File: src/rtl/mem_bus_arbiter.sv
// Shares one memory port between instruction fetch and load/store, one transaction at a time.
// Define YSYX_23060251_ARB_RR_EN for round-robin grant; default is fixed LS-over-IF priority.
module mem_bus_arbiter #(
  parameter int ADDR_W = 32,
  parameter int DATA_W = 32
) (
  input  logic                clk_i,
  input  logic                rst_i,
  input  logic                if_req_valid_i,
  output logic                if_req_ready_o,
  input  logic [ADDR_W-1:0]   if_addr_i,
  output logic                if_rsp_valid_o,
  input  logic                if_rsp_ready_i,
  output logic [DATA_W-1:0]   if_rdata_o,
  input  logic                ls_req_valid_i,
  output logic                ls_req_ready_o,
  input  logic [ADDR_W-1:0]   ls_addr_i,
  input  logic                ls_wen_i,
  input  logic [DATA_W-1:0]   ls_wdata_i,
  input  logic [DATA_W/8-1:0] ls_wmask_i,
  output logic                ls_rsp_valid_o,
  input  logic                ls_rsp_ready_i,
  output logic [DATA_W-1:0]   ls_rdata_o,
  output logic                mem_req_valid_o,
  input  logic                mem_req_ready_i,
  output logic [ADDR_W-1:0]   mem_addr_o,
  output logic                mem_wen_o,
  output logic [DATA_W-1:0]   mem_wdata_o,
  output logic [DATA_W/8-1:0] mem_wmask_o,
  input  logic                mem_rsp_valid_i,
  output logic                mem_rsp_ready_o,
  input  logic [DATA_W-1:0]   mem_rdata_i
);

  localparam int MW = DATA_W / 8;

  typedef enum logic [1:0] {
    IDLE,
    REQ,
    RSP
  } state_e;

  state_e            state_q;
  logic              owner_q;
  logic              last_q;
  logic [ADDR_W-1:0] addr_q;
  logic              wen_q;
  logic [DATA_W-1:0] wdata_q;
  logic [MW-1:0]     wmask_q;

  logic grant_ls;
  logic idle;
  logic in_rsp;
  logic own_rdy;

  // owner_q / last_q: 1 = LS, 0 = IF
`ifdef YSYX_23060251_ARB_RR_EN
  assign grant_ls = ls_req_valid_i & (~if_req_valid_i | ~last_q);
`else
  logic unused_last;
  assign unused_last = last_q;
  assign grant_ls    = ls_req_valid_i;
`endif

  assign idle    = (state_q == IDLE) & ~rst_i;
  assign in_rsp  = (state_q == RSP);
  assign own_rdy = owner_q ? ls_rsp_ready_i : if_rsp_ready_i;

  assign ls_req_ready_o = idle & grant_ls;
  assign if_req_ready_o = idle & ~grant_ls & if_req_valid_i;

  assign mem_req_valid_o = (state_q == REQ);
  assign mem_addr_o      = addr_q;
  assign mem_wen_o       = wen_q;
  assign mem_wdata_o     = wdata_q;
  assign mem_wmask_o     = wmask_q;

  // Outside RSP any response is a stale one and is silently drained
  assign mem_rsp_ready_o = in_rsp ? own_rdy : 1'b1;

  assign if_rsp_valid_o = in_rsp & ~owner_q & mem_rsp_valid_i;
  assign ls_rsp_valid_o = in_rsp & owner_q & mem_rsp_valid_i;
  assign if_rdata_o     = mem_rdata_i;
  assign ls_rdata_o     = mem_rdata_i;

  always_ff @(posedge clk_i or posedge rst_i) begin
    if (rst_i) begin
      state_q <= IDLE;
      owner_q <= 1'b0;
      last_q  <= 1'b0;
      addr_q  <= '0;
      wen_q   <= 1'b0;
      wdata_q <= '0;
      wmask_q <= '0;
    end else begin
      unique case (state_q)
        IDLE: begin
          if (ls_req_ready_o) begin
            owner_q <= 1'b1;
            last_q  <= 1'b1;
            addr_q  <= ls_addr_i;
            wen_q   <= ls_wen_i;
            wdata_q <= ls_wdata_i;
            wmask_q <= ls_wen_i ? ls_wmask_i : '0;
            state_q <= REQ;
          end else if (if_req_ready_o) begin
            owner_q <= 1'b0;
            last_q  <= 1'b0;
            addr_q  <= if_addr_i;
            wen_q   <= 1'b0;
            wdata_q <= '0;
            wmask_q <= '0;
            state_q <= REQ;
          end
        end
        REQ: begin
          if (mem_req_ready_i) state_q <= RSP;
        end
        RSP: begin
          if (mem_rsp_valid_i && own_rdy) state_q <= IDLE;
        end
        default: state_q <= IDLE;
      endcase
    end
  end

endmodule
File: config.mk
export PLATFORM = sky130hd
export DESIGN_NAME = mem_bus_arbiter
export DESIGN_NICKNAME = d
export VERILOG_FILES = /design/src/rtl/mem_bus_arbiter.sv
export SDC_FILE = /design/constraint.sdc
export NUM_CORES = 1
export LEC_CHECK = 0
export ABC_AREA = 1
export CORE_AREA = 2 2 108 110
export CTS_BUF_LIST = sky130_fd_sc_hd__clkbuf_16
export CTS_CLUSTER_DIAMETER = 50
export CTS_CLUSTER_SIZE = 16
export DETAILED_ROUTE_END_ITERATION = 8
export DIE_AREA = 0 0 110 112
export PLACE_DENSITY = 0.81
export SLEW_MARGIN = 20
export SYNTH_ARGS = -nofsm -noshare
export SYNTH_HDL_FRONTEND = slang
export SYNTH_SLANG_ARGS = --single-unit
File: constraint.sdc
create_clock -name clk_i -period 6.2 [get_ports clk_i]
set_input_delay 1.24 -clock clk_i [delete_from_list [all_inputs] [get_ports clk_i]]
set_output_delay 1.24 -clock clk_i [all_outputs]
set_load 0.01 [all_outputs]
==> key figures <==
STA
  • Clock period minus worst slack: 4.86 ns
  • Slew headroom: 0.395
  • Slew at the pin closest to its max-slew limit: between 0.9 and 1 ns
  • Final Slew Violations: 0
  • Setup violation total in the final timing report: 0
  • Setup TNS: 0 ns
  • Setup repair after global routing missed its margin: no
  • Final hold violation count: 0
  • Timing-limited maximum frequency: just over 200 MHz
  • Final hold slack: around 0.47 ns
  • Clock Skew: around 0.0066 ns
  • Final worst path period share: 0.784

Critical path
  • Crit end category: output port
  • Endpoint required time on the critical path: ~5 ns
  • Top delay family on crit path: buffers and inverters
  • Register-to-Register Path Depth: 6
  • Critical-path cell list: clkdlybuf4s50_1 -> inv_4 -> nand3_4 -> clkinv_2 -> clkdlybuf4s50_1
  • Crit Path Category: input port to output port
  • CP startpoint kind: input port
  • Maximum net fanout on the critical path: 36
  • Buffering stage count on the worst path with inverters included: 4
  • FF-to-FF setup slack: about 4.0 ns
  • Cell type of the slowest stage on the worst timing path: sky130_fd_sc_hd__clkdlybuf4s50_1
  • Worst reg2reg path endpoint: mem_addr_o[3]$_DFFE_PP0P_
  • FF-to-FF Start: state_q[0]$_DFFE_PP0P_
  • Setup crit start: rst_i
  • CP Data Arrival Time: roughly 3.6 ns
  • Critical Path Max Stage Delay: 0.62 ns
  • Cell with the most instances on the worst path: sky130_fd_sc_hd__clkdlybuf4s50_1

Die
  • Num ports: 280
  • Die outline width: ~110 um
  • Die outline area: approximately 12000 sq um
  • Site Rows: 39
  • Starting density of the core: 0.343
  • CORE AREA: between 10000 and 15000 sq um
  • Die height: around 110 um

Drt
  • DRT Pass-1 Iters: 4
  • Number of remaining DRC errors: 0
  • DR vias: around 3500
  • Routed len/inst: roughly 14 um
  • Initial detailed-routing violation count: 205
  • Detailed Route WL: about 11000 um
  • Average vias per placed instance: ~4.6
  • Antenna Violating Nets Remaining: 0

Clock network
  • Number of gates resized after cts: 0
  • Clock slew seen by the registers of the worst setup and hold paths: about 0.06 ns
  • Post-CTS Hold Buffers: 0
  • Number of CTS-inserted buffers: 9
  • Source-to-sink clock delay at the later pin of the worst-skew pair: 0.32 ns
  • Count of buffers added by post-CTS timing repair for setup: 0
  • CTS max path bufs: 2
  • Clock tree from TritonCTS: done
  • Clock Tree Root: sky130_fd_sc_hd__clkbuf_16
  • H-tree depth: 3
  • Clock Sink Count: 72

Finish
  • Post-layout net count: roughly 740
  • Synthesis-to-finish area growth: 44.2%
  • Share of cells above drive strength 1: 0.0395
  • Number of antenna diodes: 0
  • Filler cells: ~1100

Global routing
  • Initial antenna violation count: 0
  • Largest net degree at the start of global routing: 75
  • Vias in the first global route: 3371
  • Total global-route track usage: 0.171
  • First-pass GRT wire length: roughly 16000 um
  • Sum of overflow across all layers after global routing: 0

Logic synthesis
  • Proportion of netlist area held by the largest area contributor: 0.471
  • Ys flop type: sky130_fd_sc_hd__dfrtp_1
  • Synthesis warning total: 0
  • Count of flip-flops with a built-in enable after synthesis: 0
  • Leading cell types by count after synthesis: sky130_fd_sc_hd__nand2_1 (274), sky130_fd_sc_hd__dfrtp_1 (72), sky130_fd_sc_hd__buf_4 (64), sky130_fd_sc_hd__nand4_1 (33), sky130_fd_sc_hd__buf_2 (14)
  • Portion of the post-synthesis area used by sequential elements: 0.471
  • Number of storage elements in the synthesis netlist: 72
  • Unique cell type count in the Yosys netlist: 20
  • Proportion of synthesized flip-flops having asynchronous set or reset: 1.00
  • Total standard cell area after synthesis: about 3800 sq um
  • Count leader, synth: sky130_fd_sc_hd__nand2_1
  • Syn avg cell area: ~7.7 sq um
  • Cell taking the most area after synthesis: sky130_fd_sc_hd__dfrtp_1
  • Gate count after technology mapping: slightly below 500
  • Net count after synthesis: between 600 and 700
  • Dominant cells by area after synthesis: sky130_fd_sc_hd__dfrtp_1 (47%), sky130_fd_sc_hd__nand2_1 (27%), sky130_fd_sc_hd__buf_4 (13%), sky130_fd_sc_hd__nand4_1 (5.4%), sky130_fd_sc_hd__buf_2 (1.8%)

Worst hold path
  • Hold path start: mem_wdata_o[6]$_DFFE_PP0P_
  • Worst hold path cell count: 2
  • Class of the most critical hold timing path: flip-flop to flip-flop
  • Hold Crit Endpoint: mem_wdata_o[6]$_DFFE_PP0P_

Power and ir drop
  • Peak supply drop: between 200 and 300 uV
  • Power per unit of standard cell area: 437 nW/um^2
  • Leakage power: 2.72 nW

Placed design
  • Weighted congestion reported at the end of routability-driven placement: 0.765
  • Buffers on Ports: 183
  • Dpl hpwl: between 7000 and 8000 um

Run
  • Number of max-cap violations: 0

Run status
  • Run status: complete, no violations
[flip-flops by register name (all words and copies together), names as in the netlist]
name	count
mem_wmask_o	4
mem_wdata_o	32
state_q	2
owner_q	1
mem_addr_o	32
mem_wen_o	1
[how the worst max path moves through the flow]
| stage | endpoint | slack, ns | depth (start not counted) |
|---|---|---|---|
| after global placement | ls_req_ready_o | 1.31 | 5 |
| after CTS | ls_req_ready_o | 1.25 | 5 |
| after floorplan | if_req_ready_o | 0.76 | 4 |
| after detailed placement | ls_req_ready_o | 1.25 | 5 |
| after global routing | ls_req_ready_o | 1.11 | 5 |
| final | ls_req_ready_o | 1.34 | 5 |
[report_power, final]
part	internal (mW)	switching [mW]
clock	0.307	0.187
sequential	0.692	0.138
combinational	0.563	0.528
total	1.56	0.853
[kinds of logic (layout without fill, tap and decap cells)]
logic type             count (synthesis)  after routing  share of synthesized area
buffers and inverters                102            215                      0.179
and+or+nand+nor                      316            316                      0.338
DFF                                   72             72                      0.471
AOI/OAI and AO/OA                      5              5                     0.0114
[worst min-delay path: cells and delay by family (launching register included)]
family	cells	cell delay, ns
flops	1	0.34
simple gates	2	0.10
[per-stage QoR]
step | total power, mW | setup slack, ns | util | cell area (sq um) | std cells
2_1_floorplan | 1.35 | 0.763 | - | 3830 | 495
3_3_place_gp | 1.90 | 1.31 | 0.468 | 5230 | 735
3_5_place_dp | 1.93 | 1.25 | 0.468 | 5230 | 735
4_1_cts | 2.45 | 1.25 | 0.494 | 5520 | 751
5_1_grt | 2.59 | 1.11 | 0.494 | 5520 | 751
6_report | 2.41 | 1.34 | 0.494 | 5520 | 751
[per-layer routing]
metal  vias up  routed length [um]  part of all wire  track usage
met1      1583                4390              0.41        0.204
met4         0                 177             0.017       0.0540
li1       1693                   -                 -            -
met5         -                   0                 0            0
met2       184                4960              0.46        0.279
met3        27                1190              0.11       0.0691
[area by class of cell]
type	count	area, sq um	area share
multi-input combinational	321	1340	0.243
inverter	12	48.8	0.00884
clock buffer	9	225	0.0408
tap	143	179	0.0324
sequential	72	1800	0.326
clock inverter	7	63.8	0.0116
timing repair buffer	187	1860	0.337
[layout by cell type (no fill, tap or decap)]
master / synthesis / routed
sky130_fd_sc_hd__or2_2: 1 / 1
sky130_fd_sc_hd__clkinv_1: 0 / 2
sky130_fd_sc_hd__dfrtp_1: 72 / 72
sky130_fd_sc_hd__o211ai_4: 1 / 1
sky130_fd_sc_hd__clkdlybuf4s50_1: 0 / 183
sky130_fd_sc_hd__clkinvlp_4: 0 / 3
sky130_fd_sc_hd__nor3_1: 1 / 1
sky130_fd_sc_hd__nand3_1: 1 / 1
sky130_fd_sc_hd__clkinv_2: 1 / 1
sky130_fd_sc_hd__nand4_1: 33 / 33
sky130_fd_sc_hd__nor2_1: 4 / 4
sky130_fd_sc_hd__buf_4: 64 / 4
sky130_fd_sc_hd__inv_2: 2 / 1
sky130_fd_sc_hd__o21ai_1: 1 / 1
sky130_fd_sc_hd__nand3_4: 1 / 1
sky130_fd_sc_hd__bufinv_16: 0 / 1
sky130_fd_sc_hd__inv_4: 0 / 1
sky130_fd_sc_hd__nand2_1: 274 / 274
sky130_fd_sc_hd__clkbuf_16: 0 / 9
sky130_fd_sc_hd__o31ai_1: 1 / 1
sky130_fd_sc_hd__nor2_4: 1 / 1
sky130_fd_sc_hd__o21ai_0: 2 / 2
sky130_fd_sc_hd__inv_1: 9 / 10
No activity file was read; power rests on OpenSTA's default activity.
